$ cat src/rtl/data_mem_ctrl.sv
// Data memory controller for the M stage: checks load/store alignment, issues one
// bus transaction at a time, and freezes the pipeline until the response returns.
module data_mem_ctrl (
  input  logic        clk,
  input  logic        resetn,
  input  logic        mem_en,
  input  logic [2:0]  mem_op,
  input  logic [31:0] mem_addr,
  input  logic [31:0] mem_wdata,
  input  logic        flush,
  input  logic        stall_ext,
  output logic        data_req,
  output logic        data_wr,
  output logic [1:0]  data_size,
  output logic [31:0] data_addr,
  output logic [31:0] data_wdata,
  output logic [3:0]  data_wstrb,
  input  logic        data_addr_ok,
  input  logic        data_data_ok,
  input  logic [31:0] data_rdata,
  output logic [31:0] rdata_word,
  output logic        stall,
  output logic        adel,
  output logic        ades,
  output logic [31:0] badvaddr
);

  localparam logic [2:0] OP_LW  = 3'b000;
  localparam logic [2:0] OP_LB  = 3'b001;
  localparam logic [2:0] OP_LBU = 3'b010;
  localparam logic [2:0] OP_LH  = 3'b011;
  localparam logic [2:0] OP_LHU = 3'b100;
  localparam logic [2:0] OP_SW  = 3'b101;
  localparam logic [2:0] OP_SB  = 3'b110;
  localparam logic [2:0] OP_SH  = 3'b111;

  typedef enum logic [2:0] {IDLE, REQ, WAIT, DONE, CANCEL} state_e;

  state_e      state_q, state_d;
  logic        reqWr_q, reqWr_d;
  logic [1:0]  reqSize_q, reqSize_d;
  logic [31:0] reqAddr_q;
  logic [31:0] reqWdata_q, reqWdata_d;
  logic [3:0]  reqWstrb_q, reqWstrb_d;
  logic [31:0] rdataWord_q, rdataWord_d;
  logic        start;

  always_comb begin
    adel = 1'b0;
    ades = 1'b0;
    case (mem_op)
      OP_LW:         adel = |mem_addr[1:0];
      OP_LH, OP_LHU: adel = mem_addr[0];
      OP_SW:         ades = |mem_addr[1:0];
      OP_SH:         ades = mem_addr[0];
      default:       ;
    endcase
    badvaddr = (adel || ades) ? mem_addr : 32'h0;
  end

  // Request fields as they will be latched on start; loads carry no write data.
  always_comb begin
    reqWr_d    = 1'b0;
    reqSize_d  = 2'd2;
    reqWdata_d = 32'h0;
    reqWstrb_d = 4'b0000;
    case (mem_op)
      OP_LB, OP_LBU: reqSize_d = 2'd0;
      OP_LH, OP_LHU: reqSize_d = 2'd1;
      OP_SW: begin
        reqWr_d    = 1'b1;
        reqWdata_d = mem_wdata;
        reqWstrb_d = 4'b1111;
      end
      OP_SH: begin
        reqWr_d    = 1'b1;
        reqSize_d  = 2'd1;
        reqWdata_d = {2{mem_wdata[15:0]}};
        reqWstrb_d = mem_addr[1] ? 4'b1100 : 4'b0011;
      end
      OP_SB: begin
        reqWr_d    = 1'b1;
        reqSize_d  = 2'd0;
        reqWdata_d = {4{mem_wdata[7:0]}};
        reqWstrb_d = 4'b0001 << mem_addr[1:0];
      end
      default: ;
    endcase
  end

  assign start = (state_q == IDLE) && mem_en && !flush && !adel && !ades;

  // A flush after the address was accepted still owes us one response, so we
  // park in CANCEL to swallow it instead of mistaking it for a later load.
  always_comb begin
    state_d     = state_q;
    rdataWord_d = rdataWord_q;
    case (state_q)
      IDLE: if (start) state_d = REQ;
      REQ: begin
        if (flush)             state_d = data_addr_ok ? CANCEL : IDLE;
        else if (data_addr_ok) state_d = WAIT;
      end
      WAIT: begin
        if (flush) begin
          state_d = data_data_ok ? IDLE : CANCEL;
        end else if (data_data_ok) begin
          state_d = DONE;
          if (!reqWr_q) rdataWord_d = data_rdata;
        end
      end
      DONE:    if (!stall_ext) state_d = IDLE;
      CANCEL:  if (data_data_ok) state_d = IDLE;
      default: state_d = IDLE;
    endcase
  end

  always_ff @(posedge clk or negedge resetn) begin
    if (!resetn) begin
      state_q     <= IDLE;
      rdataWord_q <= 32'h0;
    end else begin
      state_q     <= state_d;
      rdataWord_q <= rdataWord_d;
    end
  end

  always_ff @(posedge clk or negedge resetn) begin
    if (!resetn) begin
      reqWr_q    <= 1'b0;
      reqSize_q  <= 2'd0;
      reqAddr_q  <= 32'h0;
      reqWdata_q <= 32'h0;
      reqWstrb_q <= 4'b0000;
    end else if (start) begin
      reqWr_q    <= reqWr_d;
      reqSize_q  <= reqSize_d;
      reqAddr_q  <= mem_addr;
      reqWdata_q <= reqWdata_d;
      reqWstrb_q <= reqWstrb_d;
    end
  end

  // stall is gated by resetn so that it reads 0 while reset is held.
  assign stall = resetn && (start || (state_q == REQ) || (state_q == WAIT) ||
                            ((state_q == CANCEL) && mem_en));

  assign data_req   = (state_q == REQ);
  assign data_wr    = reqWr_q;
  assign data_size  = reqSize_q;
  assign data_addr  = reqAddr_q;
  assign data_wdata = reqWdata_q;
  assign data_wstrb = reqWstrb_q;
  assign rdata_word = rdataWord_q;

endmodule

$ cat config.mk
export PLATFORM = sky130hd
export DESIGN_NAME = data_mem_ctrl
export DESIGN_NICKNAME = d
export VERILOG_FILES = /design/src/rtl/data_mem_ctrl.sv
export SDC_FILE = /design/constraint.sdc
export NUM_CORES = 1
export LEC_CHECK = 0
export ABC_CLOCK_PERIOD_IN_PS = 2900
export CORE_MARGIN = 1.5
export CORE_UTILIZATION = 35
export DETAILED_ROUTE_END_ITERATION = 7
export GPL_ROUTABILITY_DRIVEN = 0
export GPL_TIMING_DRIVEN = 0
export PLACE_DENSITY = 0.69
export SLEW_MARGIN = 5
export SYNTH_ARGS = -nofsm -noshare
export SYNTH_HDL_FRONTEND = slang
export SYNTH_SLANG_ARGS = --single-unit
$ cat constraint.sdc
create_clock -name clk -period 2.9 [get_ports clk]
set_input_delay 0.58 -clock clk [delete_from_list [all_inputs] [get_ports clk]]
set_output_delay 0.58 -clock clk [all_outputs]
set_load 0.005 [all_outputs]
After elaboration in Yosys (flattened, before gate mapping)
Cells that the tools add are included.
{"block": "op_classes", "n_eq_ne": 16, "n_shift": 1, "mux": 18, "bitwise": 2, "n_reduce_logical": 22}
{"cell": "$pmux 32 s3", "count": 1}
{"cell": "$mux 32", "count": 1}
{"cell": "$mux 3", "count": 9}
{"cell": "$eq 3x3->1 const B", "count": 5}
{"cell": "$pmux 3 s5", "count": 1}
{"cell": "$eq 3x2->1 const B", "count": 4}
{"cell": "$pmux 4 s3", "count": 1}
{"cell": "$reduce_or 3->1", "count": 3}
{"cell": "$eq 3x1->1 const B", "count": 2}
{"cell": "$logic_and 1x1->1", "count": 6}
{"cell": "$logic_not 3->1", "count": 2}
{"cell": "$ne 2x2->1 const B", "count": 3}
{"cell": "$reduce_and 5->1", "count": 1}
{"cell": "$logic_or 1x1->1", "count": 4}
{"cell": "$mux 4", "count": 1}
{"cell": "$pmux 1 s2", "count": 2}
{"cell": "$pmux 2 s2", "count": 1}
{"cell": "$reduce_and 4->1", "count": 1}
{"cell": "$reduce_or 2->1", "count": 2}
{"cell": "$shl 1x2->4 const A", "count": 1}
{"cell": "$logic_not 1->1", "count": 3}
{"cell": "$ne 3x2->1 const B", "count": 1}
{"cell": "$ne 3x3->1 const B", "count": 1}
{"cell": "$not 1->1", "count": 2}
{"cell": "$mux 1", "count": 1}
{"block": "word_totals", "reg_bits": 106, "inputBits": 106, "out_inout_bits": 139, "elab_cells": 66}

Longest topological paths before layout
{"block": "depth", "depth_word": 10, "mapped_depth": 8, "depth_no_buf": 5}

Least setup slack after synthesis
No wires, ideal clock.
{"block": "synth_path", "path_kind": "input -> output", "start": "input port mem_op[0]", "end": "output port stall", "arrival_ns": 1.703, "t_required_ns": 2.320, "path_slack_ns": 0.617, "stages": 7, "path_buffers": 2, "path_cell_list": "nor2b_1 > buf_2 > o2bb2ai_1 > o21ai_2 > buf_4 > o221ai_1 > and2_1"}
{"block": "synth_between", "elab_chain_len": 10, "word_cells_on_any_way": 16, "cone_classes": "eq/ne (4); mux (2); reduce/logical (10)"}
{"item": "start: declaration", "line": "7", "rtl": "input logic [2:0] mem_op,"}
{"item": "$eq 3x2->1 / $eq 3x3->1 (equally long branches)", "line": "51", "rtl": "case (mem_op)"}
{"item": "$reduce_or 2->1"}
{"item": "$pmux 1 s2", "line": "51"}
{"item": "$logic_not 1->1", "line": "91", "rtl": "assign start = (state_q == IDLE) && mem_en && !flush && !adel && !ades;"}
{"item": "$logic_and 1x1->1", "line": "91"}
{"item": "$logic_and 1x1->1 *", "line": "91"}
{"item": "$logic_or 1x1->1 * (3 in a row)", "line": "145", "rtl": "assign stall = resetn && (start || (state_q == REQ) || (state_q == WAIT) ||"}
{"item": "$logic_and 1x1->1 *", "line": "145"}
{"item": "end: declaration", "line": "22", "rtl": "output logic stall,"}
Mark *: on every way between the ends. The rest lies on a longest branch, timed or not.

Worst setup path in the final report
{"block": "layout_path", "start": "input port mem_op[0]", "end": "output port badvaddr[23]"}
{"block": "layout_between", "elab_chain_len": 5, "word_cells_on_any_way": 10, "cone_classes": "eq/ne (4); mux (3); reduce/logical (3)"}
{"item": "$eq 3x2->1 / $eq 3x3->1 (equally long branches)", "line": "51"}
{"item": "$reduce_or 2->1"}
{"item": "$pmux 1 s2", "line": "51"}
{"item": "$logic_or 1x1->1 *", "line": "58", "rtl": "badvaddr = (adel || ades) ? mem_addr : 32'h0;"}
{"item": "$mux 32 *", "line": "58"}
{"item": "end: declaration", "line": "25", "rtl": "output logic [31:0] badvaddr"}
Marked as above.

==> impl_results.md <==
- Root Buffer Master: clkbuf_16
- Most common cell after layout, fill and taps aside: clkdlybuf4s50_1
- Placed Cells: 814
- Critical path type: input port to output pin
- Crit-path most repeated cell: clkdlybuf4s50_1
- Ys async rst share: 1.00
- HP Class: input port to async pin
- Critical path fanouts, max: 10
- Leak: 0.00347 uW
- Die area: 14100 um^2
- Die width: 119 um
- Clock skew: 0.00652 ns
- Pre-antenna DRT Iters: 4
- Max incr delay on CP: 0.49 ns
- # Max-Cap Violations: 0
- Initial drt markers: 202
- Port Buffers: 244
- Via density per instance: 4.97
- RSZ-0062 raised after global routing: true
- Worst path required time: 2.32 ns
- Hold Fails Final Rpt: 0
- Starting Density: 0.356
- Num CTS Buffers: 9
- Post-synth EDFFs: 0
- Final Cycle Share: 0.997
- Htree depth: 3
- Global-route wire length before repair: 23500 um
- Fillers: 1141
- Final setup violation count: 0
- ANT nets after route: 0
- Synthesized area per cell: 11.9 um^2
- Non-filler cells, final: 835
- Reg-to-reg startpoint: state_q[2]
- Vias post-DR: 4146
- GRT Overall Usage: 0.213
- Fin crit period: 2.89 ns
- Commonest cells after routing, fill and taps aside: clkdlybuf4s50_1, dfrtp_1, mux2_2
- Die height: 119 um
- Gate Count Post-Synth: 393
- Critical path endpoint category: output pin
- Post-DP HPWL: 10900 um
- CP startpoint kind: input port
- Crit path buf inv count: 4
- Final WL: 14500 um
- Count of cell types in the netlist: 40
- Critical-path cell list: clkdlybuf4s50_1 -> nor2b_1 -> buf_6 -> a21oi_4 -> buf_4 -> and3_1 -> clkdlybuf4s50_1
- Layout cell share with drive strength beyond 1: 0.153
- Drc violations: 0
- Top_reg_cell synth: dfrtp_1
- Max-slew violations: 0
- Post-Place Setup Slack: -0.599 ns
- Final Net Count: 760
- Post-synthesis sequential area ratio: 0.565
- Syn Nets: 499
- Syn. warnings: 0
- P per Cell Area: 823 nW/um^2
- Post-Syn Area: 4690 um^2
- WP data arrival: 2.31 ns
- Post-route setup TNS: 0 ns
- Layout area overhead: 66.1%
- Clock buffer depth: 2
- Vias in the first global route: 4453
- Tot Pwr: 6420 uW
- Fin Hold WS: 0.205 ns
- Ports: 245
- Final worst setup slack: 0.00826 ns
- Outcome: completed
- # clock sinks: 106
- Initial antenna violation count: 0
- Largest net degree at the start of global routing: 70
- Clk_lat worst skew: 0.34 ns
- Fmax: 346 MHz
- Slew @ Worst Pin: 0.574 ns
- Routed length per placed instance: 17.3 um
- Slowest cell on the critical path: clkdlybuf4s50_1
- Global route overflow: 0
- CORE AREA: 13200 um^2
- N_diodes: 0
- IR drop worst, VDD: 0.345 mV
- FF+latch count, synth: 106
- CP top delay family: buffers and inverters
- Crit path from: mem_op[0]
- Max-slew headroom: 0.616
- CTS tree: yes
- Worst-path clk slew: 0.07 ns
- FP Rows: 42
==> kinds of logic (layout without fill, tap and decap cells) <==
logic type | after synthesis | in the layout | synth area share
xor gates and xnor gates | 2 | 2 | 0.00373
AOI/OAI and AO/OA | 84 | 84 | 0.120
DFF | 106 | 106 | 0.565
buffers and inverters | 35 | 301 | 0.0376
muxes | 71 | 71 | 0.170
and+or+nand+nor | 95 | 95 | 0.103
==> per-layer routing <==
metal | GRT usage | wire length (um) | up-vias
met3 | 0.0560 | 1050 | 26
li1 | - | - | 1936
met2 | 0.357 | 7120 | 170
met1 | 0.260 | 5950 | 2014
met4 | 0.0873 | 347 | 0
met5 | 0 | 0 | -
==> synthesized netlist by cell type, types with 3 or more instances <==
cell      number  area share
buf_4          3      0.0048
nand2b_1       3      0.0040
dfrtp_1      106        0.57
o31ai_1        4      0.0064
nand2_1       37       0.030
inv_1          5      0.0040
mux2_2        40       0.096
o21ai_1       29       0.031
and3_1        31       0.041
a22oi_1       24       0.038
nor2_1         9      0.0072
buf_2         15       0.016
clkbuf_1       9      0.0072
nor2b_1        3      0.0040
a21oi_1        6      0.0064
a22o_1         9       0.017
mux2_1        31       0.074
nor3_1         4      0.0043
==> registers in the layout, summed over array words and instances (netlist names) <==
signal / cells
data_wr: 1
rdata_word: 32
state_q: 3
data_wstrb: 4
data_wdata: 32
data_size: 2
data_addr: 32
==> report_power, final <==
| group | switching (uW) | leakage [uW] | total (uW) | internal (uW) |
|---|---|---|---|---|
| Sequential | 333 | 0.00135 | 2470 | 2140 |
| Clock | 527 | 0.000143 | 1220 | 694 |
| Combinational | 931 | 0.00197 | 2730 | 1800 |
| Total | 1790 | 0.00347 | 6420 | 4630 |
==> cell type report <==
cell class / count / area [um^2] / share of cell area
plain buffers: 29 / 226 / 0.0290
clock buffers: 12 / 246 / 0.0316
clock inverters: 4 / 51.3 / 0.00658
inverters: 5 / 18.8 / 0.00241
multi-input cells: 252 / 1890 / 0.243
flip-flops and latches: 106 / 2650 / 0.340
well taps: 176 / 220 / 0.0282
repair buffers: 251 / 2490 / 0.319
==> through the flow <==
stage / cell area (um^2) / util
floorplan: 4690 / -
global route: 7800 / 0.591
detailed placement: 7380 / 0.560
global placement: 7360 / 0.558
CTS: 7780 / 0.590
finish: 7800 / 0.591
==> worst paths after layout <==
| path | slack, ns | cells after the start | end |
|---|---|---|---|
| max | 0.008 | 7 | badvaddr[23] |
| min | 0.21 | 1 | data_addr[2] |
| max reg2reg | 0.97 | 7 | data_wdata[5] |
| min reg2reg | 0.49 | 2 | data_wdata[16] |
| max in group asynchronous | 1.97 | 2 | data_wdata[28] |
| min in group clk | 0.49 | 2 | data_wdata[16] |
==> timing repair <==
item                                    CTS  global route
resized for setup                        52            10
hold buffers                              0             0
setup buffers                             4             2
endpoints found under the setup margin   34            16
pin swaps                                 2             0
No activity file was read; power rests on OpenSTA's default activity.
